$ cat config.mk
export PLATFORM = sky130hd
export DESIGN_NAME = lifo_stack
export DESIGN_NICKNAME = d
export VERILOG_FILES = /design/src/rtl/lifo_stack_pkg.sv /design/src/rtl/lifo_stack_mem.sv /design/src/rtl/lifo_stack.sv
export SDC_FILE = /design/constraint.sdc
export NUM_CORES = 1
export LEC_CHECK = 0
export BUFFER_PORTS_ARGS = -buffer_cell sky130_fd_sc_hd__buf_4
export CAP_MARGIN = 20
export CELL_PAD_IN_SITES_DETAIL_PLACEMENT = 1
export CELL_PAD_IN_SITES_GLOBAL_PLACEMENT = 2
export CORE_MARGIN = 2
export CORE_UTILIZATION = 49
export DETAILED_ROUTE_END_ITERATION = 6
export PLACE_DENSITY_LB_ADDON = 0.1
export SLEW_MARGIN = 20
export SYNTH_ARGS = -nofsm -noshare
export SYNTH_HDL_FRONTEND = slang
export SYNTH_SLANG_ARGS = --single-unit
$ cat constraint.sdc
create_clock -name clk -period 5.22 [get_ports clk]
set_input_delay 1.044 -clock clk [delete_from_list [all_inputs] [get_ports clk]]
set_output_delay 1.044 -clock clk [all_outputs]
set_load 0.02 [all_outputs]
$ cat src/rtl/lifo_stack_pkg.sv
// Shared types and helpers for the lifo_stack block.
// Operation-decode encoding and pointer-width helper.
package lifo_stack_pkg;

    typedef enum logic [2:0] {
        OP_IDLE    = 3'd0,
        OP_PUSH    = 3'd1,
        OP_POP     = 3'd2,
        OP_REPLACE = 3'd3,
        OP_TOS     = 3'd4
    } op_e;

    function automatic int ptr_w(input int depth);
        return $clog2(depth);
    endfunction

endpackage

$ cat src/rtl/lifo_stack_mem.sv
// Storage array for lifo_stack: synchronous write, asynchronous read, no reset.
module lifo_stack_mem #(
    parameter int WORD  = 8,
    parameter int DEPTH = 64,
    parameter int AW    = 6
) (
    input  logic            clk,
    input  logic            w_we,
    input  logic [AW-1:0]   w_waddr,
    input  logic [WORD-1:0] w_wdata,
    input  logic [AW-1:0]   w_raddr,
    output logic [WORD-1:0] w_rdata
);

    logic [WORD-1:0] r_mem [DEPTH];

    // Single write port, one entry per cycle.
    always_ff @(posedge clk) begin
        if (w_we) begin
            r_mem[w_waddr] <= w_wdata;
        end
    end

    assign w_rdata = r_mem[w_raddr];

endmodule

$ cat src/rtl/lifo_stack.sv
// Parametrised LIFO stack with replace-top, status and sticky error flags.
// Optional high-water tracking is enabled by defining LIFO_STACK_WATERMARK_EN.
module lifo_stack
    import lifo_stack_pkg::*;
#(
    parameter  int WORD  = 8,
    parameter  int DEPTH = 64,
    localparam int PTR_W = ptr_w(DEPTH)
) (
    input  logic             clk,
    input  logic             rst,
    input  logic [WORD-1:0]  d_in,
    input  logic             push,
    input  logic             pop,
    input  logic             tos,
    input  logic             err_clr,
    output logic [WORD-1:0]  d_out,
    output logic             d_valid,
    output logic             full,
    output logic             empty,
    output logic [PTR_W:0]   count,
    output logic             overflow,
`ifdef LIFO_STACK_WATERMARK_EN
    output logic [PTR_W:0]   high_water,
`endif
    output logic             underflow
);

    localparam logic [PTR_W:0] DEPTH_C = (PTR_W+1)'(DEPTH);

    logic [PTR_W:0]   r_count;
    logic [WORD-1:0]  r_d_out;
    logic             r_d_valid;
    logic             r_overflow;
    logic             r_underflow;

    op_e              w_op;
    logic             w_full;
    logic             w_empty;
    logic             w_we;
    logic             w_rd;
    logic             w_ovf_set;
    logic             w_udf_set;
    logic [PTR_W-1:0] w_top;
    logic [PTR_W-1:0] w_waddr;
    logic [PTR_W:0]   w_count_nxt;
    logic [WORD-1:0]  w_rdata;

    assign w_full  = (r_count == DEPTH_C);
    assign w_empty = (r_count == {(PTR_W+1){1'b0}});
    // Truncated subtraction still yields DEPTH-1 when full, since the top index fits PTR_W bits.
    assign w_top   = r_count[PTR_W-1:0] - PTR_W'(1);

    // Decode the request into a single operation plus error conditions.
    always_comb begin
        w_op      = OP_IDLE;
        w_udf_set = 1'b0;
        case ({push, pop})
            2'b11: begin
                if (w_empty) begin
                    w_op = OP_PUSH;
                end else begin
                    w_op = OP_REPLACE;
                end
            end
            2'b10: w_op = OP_PUSH;
            2'b01: begin
                if (w_empty) begin
                    w_udf_set = 1'b1;
                end else begin
                    w_op = OP_POP;
                end
            end
            2'b00: begin
                if (tos && w_empty) begin
                    w_udf_set = 1'b1;
                end else if (tos) begin
                    w_op = OP_TOS;
                end else begin
                    w_op = OP_IDLE;
                end
            end
            default: w_op = OP_IDLE;
        endcase
    end

    // Translate the decoded operation into memory and counter actions.
    always_comb begin
        w_we        = 1'b0;
        w_rd        = 1'b0;
        w_ovf_set   = 1'b0;
        w_waddr     = r_count[PTR_W-1:0];
        w_count_nxt = r_count;
        case (w_op)
            OP_PUSH: begin
                if (w_full) begin
                    w_ovf_set = 1'b1;
                end else begin
                    w_we        = 1'b1;
                    w_count_nxt = r_count + (PTR_W+1)'(1);
                end
            end
            OP_REPLACE: begin
                w_we    = 1'b1;
                w_rd    = 1'b1;
                w_waddr = w_top;
            end
            OP_POP: begin
                w_rd        = 1'b1;
                w_count_nxt = r_count - (PTR_W+1)'(1);
            end
            OP_TOS:  w_rd = 1'b1;
            OP_IDLE: w_rd = 1'b0;
            default: w_rd = 1'b0;
        endcase
    end

    lifo_stack_mem #(
        .WORD  (WORD),
        .DEPTH (DEPTH),
        .AW    (PTR_W)
    ) u_mem (
        .clk     (clk),
        .w_we    (w_we),
        .w_waddr (w_waddr),
        .w_wdata (d_in),
        .w_raddr (w_top),
        .w_rdata (w_rdata)
    );

    // Occupancy, read register, strobe and sticky flags (set beats clear).
    always_ff @(posedge clk or negedge rst) begin
        if (!rst) begin
            r_count     <= {(PTR_W+1){1'b0}};
            r_d_out     <= {WORD{1'b0}};
            r_d_valid   <= 1'b0;
            r_overflow  <= 1'b0;
            r_underflow <= 1'b0;
        end else begin
            r_count     <= w_count_nxt;
            r_d_valid   <= w_rd;
            r_overflow  <= (r_overflow  & ~err_clr) | w_ovf_set;
            r_underflow <= (r_underflow & ~err_clr) | w_udf_set;
            if (w_rd) begin
                r_d_out <= w_rdata;
            end
        end
    end

`ifdef LIFO_STACK_WATERMARK_EN
    logic [PTR_W:0] r_high_water;

    // Peak occupancy tracked against the post-update count.
    always_ff @(posedge clk or negedge rst) begin
        if (!rst) begin
            r_high_water <= {(PTR_W+1){1'b0}};
        end else if (err_clr) begin
            r_high_water <= w_count_nxt;
        end else if (w_count_nxt > r_high_water) begin
            r_high_water <= w_count_nxt;
        end
    end

    assign high_water = r_high_water;
`endif

    assign d_out     = r_d_out;
    assign d_valid   = r_d_valid;
    assign full      = w_full;
    assign empty     = w_empty;
    assign count     = r_count;
    assign overflow  = r_overflow;
    assign underflow = r_underflow;

endmodule

==> run metrics, run 1 <==
Finished Layout Cells=1815; core region area=about 0.043 mm^2; Yosys warning total=0; EDFF count, synth=512; FILL cells=3819; FMAX=233 MHz; slowest stage delay, CP=0.77 ns; CTS tree=built; GRT Overall Usage=24.3%; Initial Util=roughly half; fin nets=1204; Seq/Total Area, Yosys=73.9%; crit end category=flip-flop; Chip Height=between 200 and 250 um; post_cts resized=0; Syn Area/Cell=about 19 um^2; Worst-path clk slew=roughly 0.06 ns; die footprint=approximately 0.045 mm^2; Slew Limit Fails=0; Worst Skew=between 0.02 and 0.025 ns; CTS Hold Bufs=0; drt via density=6.08; status=complete, no violations; unrepaired setup endpoints after global routing=false; worst-margin pin slew=1.04 ns; synth top area cells=edfxtp_1 72%, mux4_2 12%, dfrtp_1 2.1%, mux2i_1 1.8%, nand2_1 1.6%; Netlist Area Pre-Place=about 0.021 mm^2; # IOs=34; largest net degree at the start of global routing=110; PwrDens=about 610 mW/mm^2; post-detail-place hpwl=about 32000 um; PortBufs=33; Placer Congestion=between 0.8 and 0.9; Yosys reg bits=530; Final Util=between 50% and 60%; row count=76; first-pass GRT wire length=78700 um; CP arrival=about 4.5 ns; Critical Path Most Common Cell=nor2_1; crit path max fanout=13; Netlist cell types=60; vias=11.0k; Synth Instances=1148; sequence of cells on the critical path=inv_1 -> ha_4 -> or4b_4 -> o31ai_4 -> nor2_1 -> o32ai_2 -> nand2_1 -> nor2_1; Worst VDD drop=0.436 mV; Antenna Nets Post-Route=0; Max Root-Sink Buffers=3; layout cell share with drive strength beyond 1=21.8%; P_leak=7.65 nW; latest clock arrival within the worst-skew pair=approximately 0.61 ns; DRC=0; slowest CP cell=nor2_1; Tcrit/Tclk final=between 80% and 90%; drt pass-1 iters=5; count leader, synth=edfxtp_1; top cells by count, synth=512 x edfxtp_1, 113 x mux4_2, 93 x nand2_1, 77 x nor2_1, 41 x nand3_1; asr flop ratio synth=under 10%; H-tree level count=2; ys flop type=edfxtp_1; Worst slew margin=31.0%; type of origin of the critical path=flip-flop; DP Area=0.0222 mm^2; post-CTS setup buffers=0; DRT Wirelength=between 50000 and 60000 um; clock root cell=clkbuf_16; P&R area growth vs syn=12.3%; Sink Count=530; initial DRC count=~1.1k; cell area after layout=0.0240 mm^2; minimum clock period=between 4 and 5 ns; n_diodes=0; placed cells=1716; Die X-Extent=213 um; initial antenna violation count=0; Hold Crit Class=in -> async; Syn Nets=1164; Hold Fails Final Rpt=0; number of global-route vias before repair=roughly 11k; final setup fails=0; area leader, netlist=edfxtp_1; post-synth top area share=between 70% and 80%; Num CTS Buffers=55; grt total ovfl=0; kind of critical path=reg -> reg; Worst EP required=5.45 ns; final setup TNS=0 ns; drt wl/cell=a little under 30 um; max_cap viols=0
## cell families after synthesis
kind of cell,count (synthesis),share of synthesized area (%)
mux,159,14.1
flops,530,73.9
xor+xnor,10,0.409
simple gates,256,5.31
compound gates,115,4.48
buf+inv,76,1.74
fa+ha+maj,2,0.117
## flip-flops by register name, indices dropped and copies added, names as in the netlist
| signal | cells |
|---|---|
| count | 7 |
| d_out | 8 |
| d_valid | 1 |
| overflow | 1 |
| u_mem.r_mem | 512 |
| underflow | 1 |
## path summary, 6_finish.rpt
kind / startpoint / slack, ns / cells after the start / to
max in group asynchronous: rst / 4.67 / 1 / count[0]$_DFFE_PN0P_
max reg2reg: count[1]$_DFFE_PN0P_ / 0.93 / 8 / u_mem.r_mem[57][6]$_DFFE_PP_
min in group clk: overflow$_DFF_PN0_ / 0.53 / 2 / overflow$_DFF_PN0_
max: count[1]$_DFFE_PN0P_ / 0.93 / 8 / u_mem.r_mem[57][6]$_DFFE_PP_
min reg2reg: overflow$_DFF_PN0_ / 0.53 / 2 / overflow$_DFF_PN0_
min: rst / 0.32 / 1 / count[6]$_DFFE_PN0P_
## power by group
part | internal [mW] | total [mW] | leakage (nW) | switching [mW]
combinational | 2.21 | 5.56 | 1.96 | 3.35
clock | 2.31 | 3.93 | 0.873 | 1.62
sequential | 4.87 | 5.06 | 4.82 | 0.188
total | 9.39 | 14.6 | 7.65 | 5.17
## worst max-delay path, delay by kind of cell, from the launching register on
family                   cells  cell delay [ns]
AO/OA/AOI/OAI                2             0.67
adder cells (fa/ha/maj)      1             0.31
AND/OR/NAND/NOR              4             2.15
buffers and inverters        1             0.24
flip-flops                   1             0.55
## routing by layer
metal  global-route usage, %  wire (um)  vias up
met2                    37.1      24900      344
met3                    4.53       3140       65
met1                    36.4      24300     5879
met4                    6.41        987        0
li1                        -          -     4749
met5                       0          0        -
## cells in the final DEF, fill, tap and decap left out, types with 5 or more instances in the layout
cell         n
and3_1      15
mux2i_1     39
clkbuf_16   56
a311oi_1     7
nor2_1      77
mux2_2       7
clkinv_2     8
o21ai_0     22
nor2b_1      5
xnor2_1      6
nand3_1     41
clkinv_1    10
mux4_2     113
bufinv_16    7
a211oi_1    15
edfxtp_1   512
a32o_1      15
dfrtp_1     17
or3_1        5
o211ai_1    10
a221oi_1     7
inv_1       12
nand2_1     93
buf_4       44
clkbuf_1     9
a21oi_1      6
## layout make-up
cell class              count  area, um^2  share of cell area (%)
well taps                 585         732                    3.04
flip-flops and latches    530       15800                    65.8
inverters                  13        48.8                   0.203
clock inverters            34         372                    1.55
clock buffers              65        1440                    5.97
multi-input cells         542        5260                    21.9
repair buffers             46         370                    1.54
## stage by stage
stage / hold slack (ns) / power [mW] / setup slack (ns)
floorplan: 0.606 / 8.89 / 1.37
global placement: 0.516 / 10.7 / 1.20
detailed placement: 0.525 / 10.8 / 0.971
CTS: 0.297 / 14.7 / 0.951
global route: 0.317 / 15.2 / 0.720
finish: 0.317 / 14.6 / 0.928
Note: power is estimated with default switching activity, not from simulation.
==> inputs of run 2 (changes only) <==
--- a/config.mk
+++ b/config.mk
@@ -10,7 +10,7 @@
 export CELL_PAD_IN_SITES_DETAIL_PLACEMENT = 1
 export CELL_PAD_IN_SITES_GLOBAL_PLACEMENT = 2
 export CORE_MARGIN = 2
-export CORE_UTILIZATION = 49
+export CORE_UTILIZATION = 44
 export DETAILED_ROUTE_END_ITERATION = 6
 export PLACE_DENSITY_LB_ADDON = 0.1
 export SLEW_MARGIN = 20
==> constraint.sdc (replaced) <==
create_clock -name clk -period 3.6 [get_ports clk]
set_input_delay 0.72 -clock clk [delete_from_list [all_inputs] [get_ports clk]]
set_output_delay 0.72 -clock clk [all_outputs]
set_load 0.02 [all_outputs]
==> run metrics, run 2 (synthesis gave the netlist of run 1 again) <==
status=complete, no violations; most used routing layer=met1; fin nets=between 1k and 1.5k; commonest non-fill, non-tap cell in the layout=edfxtp_1; worst slack at placement=around 0.16 ns; P&R area growth vs syn=14.9%; CTS tree=built; post-detail-place hpwl=33500 um; worst-margin pin slew=1.11 ns; drt pass-1 iters=5; Worst slew margin=25.9%; Tcrit/Tclk final=a little over nine tenths; Num CTS Buffers=57; Worst VDD drop=0.569 mV; DRC=0; kind of critical path=reg -> reg; FILL cells=4295; Max Root-Sink Buffers=3; minimum clock period=3.48 ns; Design Power=21.5 mW; DP Area=0.0228 mm^2; Die X-Extent=225 um; # IOs=34; die footprint=slightly above 0.05 mm^2; H-tree level count=2; post_cts resized=0; unrepaired setup endpoints after global routing=false; M2 GR Usage=33.0%; most frequent cells in the layout=512 x edfxtp_1, 113 x mux4_2, 91 x nand2_1, 68 x buf_4, 57 x clkbuf_16; GRT Overall Usage=22.6%; Antenna Nets Post-Route=0; Final Util=51.4%; latest clock arrival within the worst-skew pair=around 0.63 ns; first-pass GRT wire length=about 82000 um; DRT Wirelength=54900 um; PwrDens=875 mW/mm^2; Biggest register=u_mem.r_mem; worst hold slack=between 0.3 and 0.4 ns; Worst-path clk slew=0.06 ns; reg-to-reg setup timing slack=between 0.1 and 0.15 ns; fin worst setup slack=0.125 ns; GR Util met1=around 35%; row count=80; layout cell share with drive strength beyond 1=28.6%; initial antenna violation count=0; CP arrival=3.79 ns; clock root cell=clkbuf_16; Slew Limit Fails=0; type of origin of the critical path=flip-flop; largest net degree at the start of global routing=slightly above 80; Worst Skew=0.0289 ns; max reg flops=512; drt via density=5.93; Worst EP required=3.92 ns; Placer Congestion=0.764; n_diodes=0; post-CTS setup buffers=0; crit end category=flip-flop; number of global-route vias before repair=between 10k and 15k; max_cap viols=0; PortBufs=33; Initial Util=roughly 45%; final setup fails=0; Hold Fails Final Rpt=0; Chip Height=225 um; initial DRC count=between 900 and 1k; core region area=0.0479 mm^2; Sink Count=530; P_leak=7.79 nW; drt wl/cell=29.3 um; met3 usage=3.06%; FMAX=~290 MHz; grt total ovfl=0; Hold Crit Class=in -> reg; crit path max fanout=8; cell area after layout=~0.025 mm^2; vias=11.1k
[run 2: area by class of cell]
| type | instances | area (um^2) | share of cell area [%] |
|---|---|---|---|
| flip-flops and latches | 530 | 15800 | 64.3 |
| well taps | 615 | 769 | 3.13 |
| clock buffers | 65 | 1460 | 5.92 |
| multi-input cells | 542 | 5570 | 22.6 |
| clock inverters | 36 | 322 | 1.31 |
| repair buffers | 74 | 621 | 2.52 |
| inverters | 13 | 56.3 | 0.229 |
[run 2: path summary, 6_finish.rpt]
| path | endpoint | startpoint | depth (start not counted) |
|---|---|---|---|
| hold reg to reg | d_out[5]$_DFFE_PN0P_ | d_out[5]$_DFFE_PN0P_ | 2 |
| setup / recovery | u_mem.r_mem[26][6]$_DFFE_PP_ | count[0]$_DFFE_PN0P_ | 8 |
| hold / removal | underflow$_DFF_PN0_ | err_clr | 2 |
| min in group asynchronous | d_out[3]$_DFFE_PN0P_ | rst | 2 |
| setup reg to reg | u_mem.r_mem[26][6]$_DFFE_PP_ | count[0]$_DFFE_PN0P_ | 8 |
| max in group asynchronous | count[0]$_DFFE_PN0P_ | rst | 2 |
[run 2: power breakdown]
part	total [mW]	leakage (nW)	switching [mW]	internal, mW
clock	5.58	0.865	2.40	3.18
combinational	8.72	2.10	5.27	3.45
sequential	7.25	4.82	0.178	7.07
[run 2: per-layer routing]
layer / wire, um / vias up
met1: 26700 / 5911
met5: 0 / -
met2: 24500 / 305
met4: 1480 / 0
li1: - / 4817
met3: 2320 / 77
[run 2: worst max-delay path, stage by stage (launching register included)]
cell and delay [ns]:
dfrtp_4 0.52, inv_8 0.07, ha_4 0.12, or4b_4 0.56, o311ai_4 0.47, or2b_4 0.26
nor2_4 0.08, a22oi_2 0.88, nor2_4 0.19
[run 2: repair_timing]
action                                  in CTS  in global routing
endpoints found under the setup margin       0                 18
hold endpoints to repair                    14                  0
hold buffers                                 1                  0
[run 2: stage by stage]
step,cells,TNS [ns]
after global placement,1773,0
after detailed placement,1773,0
final,1875,0
after global routing,1875,0
after floorplan,1148,-1.97
after CTS,1875,0
==> inputs of run 3 (changes only) <==
--- a/config.mk
+++ b/config.mk
@@ -9,7 +9,6 @@
 export CAP_MARGIN = 20
 export CELL_PAD_IN_SITES_DETAIL_PLACEMENT = 1
 export CELL_PAD_IN_SITES_GLOBAL_PLACEMENT = 2
-export CORE_MARGIN = 2
 export CORE_UTILIZATION = 44
 export DETAILED_ROUTE_END_ITERATION = 6
 export PLACE_DENSITY_LB_ADDON = 0.1
==> run metrics, run 3 (synthesis gave the netlist of run 1 again) <==
worst slack at placement=roughly 0.17 ns; PortBufs=33; slowest CP cell=a22oi_2; drt via density=around 6; Antenna Nets Post-Route=0; Slew Limit Fails=0; clock root cell=clkbuf_16; sequence of cells on the critical path=inv_1 -> ha_4 -> or4b_4 -> o311ai_4 -> or2b_4 -> nor2_4 -> a22oi_2 -> nor2_4; initial DRC count=900; PwrDens=875 mW/mm^2; first-pass GRT wire length=81600 um; fin nets=1236; crit path max fanout=8; CTS tree=built; Critical Path Most Common Cell=nor2_4; Worst-path clk slew=approximately 0.070 ns; largest net degree at the start of global routing=107; grt total ovfl=0; layout cell share with drive strength beyond 1=28.7%; post-detail-place hpwl=33700 um; Chip Height=223 um; Biggest register=u_mem.r_mem; Worst EP required=roughly 3.9 ns; DRC=0; core region area=0.0478 mm^2; cell area after layout=0.0246 mm^2; Die X-Extent=223 um; GRT Overall Usage=22.9%; max reg flops=512; DP Area=about 0.023 mm^2; vias=11.1k; Max Root-Sink Buffers=3; fin worst setup slack=around 0.15 ns; most frequent cells in the layout=512 x edfxtp_1, 113 x mux4_2, 91 x nand2_1, 73 x buf_4, 55 x clkbuf_16; Num CTS Buffers=55; H-tree level count=2; die footprint=0.0496 mm^2; Worst VDD drop=0.654 mV; drt pass-1 iters=4; post-CTS setup buffers=0; worst-margin pin slew=1.10 ns; Sink Count=530; crit end category=flip-flop; Worst Skew=0.0214 ns; Initial Util=~45%; row count=80; P&R area growth vs syn=14.7%; unrepaired setup endpoints after global routing=false; Hold Crit Class=in -> reg; CP arrival=3.75 ns; # IOs=34; initial antenna violation count=1; n_diodes=0; type of origin of the critical path=flip-flop; number of global-route vias before repair=about 11k; status=complete, no violations; FF-to-FF path depth=8; kind of critical path=reg -> reg; DRT Wirelength=54900 um; Tcrit/Tclk final=between 90% and 100%; final setup fails=0; commonest non-fill, non-tap cell in the layout=edfxtp_1; FMAX=290 MHz; slowest stage delay, CP=0.90 ns; Worst slew margin=between 20% and 30%; minimum clock period=3.45 ns; WHS Path Cells=2; drt wl/cell=29.3 um; Placer Congestion=roughly 0.78; Hold Fails Final Rpt=0; latest clock arrival within the worst-skew pair=0.61 ns; P_leak=7.77 nW; max_cap viols=0
## run 3: cell count changes in the layout (fill, tap and decap cells not counted), moves of 2 or more
cell | previous run | this run
buf_4 | 68 | 73
inv_6 | 1 | 5
clkbuf_1 | 8 | 5
clkbuf_16 | 57 | 55
clkinv_1 | 15 | 17
clkinv_8 | 2 | 0
## run 3: power by group
part / switching (mW) / total (mW) / internal (mW) / leakage, nW
clock network: 2.36 / 5.50 / 3.14 / 0.843
logic: 5.34 / 8.77 / 3.43 / 2.11
registers: 0.166 / 7.23 / 7.07 / 4.82
total: 7.86 / 21.5 / 13.6 / 7.77
## run 3: final timing paths
kind	startpoint	endpoint	slack, ns
max	count[1]$_DFFE_PN0P_	u_mem.r_mem[28][4]$_DFFE_PP_	0.15
min	err_clr	underflow$_DFF_PN0_	0.32
max reg2reg	count[1]$_DFFE_PN0P_	u_mem.r_mem[28][4]$_DFFE_PP_	0.15
min reg2reg	underflow$_DFF_PN0_	underflow$_DFF_PN0_	0.55
max in group asynchronous	rst	count[0]$_DFFE_PN0P_	2.81
min in group asynchronous	rst	count[1]$_DFFE_PN0P_	0.53
## run 3: layer usage
| layer | vias up | GRT usage [%] | wire, um |
|---|---|---|---|
| met1 | 5913 | 35.1 | 26200 |
| met5 | - | 0 | 13 |
| met3 | 71 | 4.28 | 2770 |
| li1 | 4818 | - | - |
| met4 | 2 | 5.41 | 962 |
| met2 | 282 | 33.9 | 25000 |
## run 3: through the flow
step | hold slack (ns) | power (mW) | utilization [%] | setup TNS, ns | cells
3_3_place_gp | 0.519 | 16.2 | 47.8 | 0 | 1777
6_report | 0.315 | 21.5 | 51.4 | 0 | 1876
5_1_grt | 0.298 | 22.4 | 51.4 | 0 | 1876
2_1_floorplan | 0.424 | 13.1 | - | -1.97 | 1148
3_5_place_dp | 0.540 | 16.2 | 47.8 | 0 | 1777
4_1_cts | 0.286 | 21.7 | 51.4 | 0 | 1876
## run 3: repair_timing
action	CTS	global route
endpoints found under the hold margin	18	0
endpoints found under the setup margin	0	0
gates resized for setup	0	0
hold buffers	1	0
## run 3: worst max-delay path, delay by kind of cell (launching register included)
kind                     cells  cell delay, ns
AO/OA/AOI/OAI                2            1.34
adder cells (fa/ha/maj)      1            0.16
buffers and inverters        1            0.17
flip-flops                   1            0.39
AND/OR/NAND/NOR              4            1.07
## run 3: area by class of cell
type / count / area, um^2
inverters: 13 / 56.3
repair buffers: 78 / 638
clock inverters: 38 / 315
fillers: 4347 / 23300
clock buffers: 60 / 1400
multi-input cells: 542 / 5570
well taps: 615 / 769
flip-flops and latches: 530 / 15800
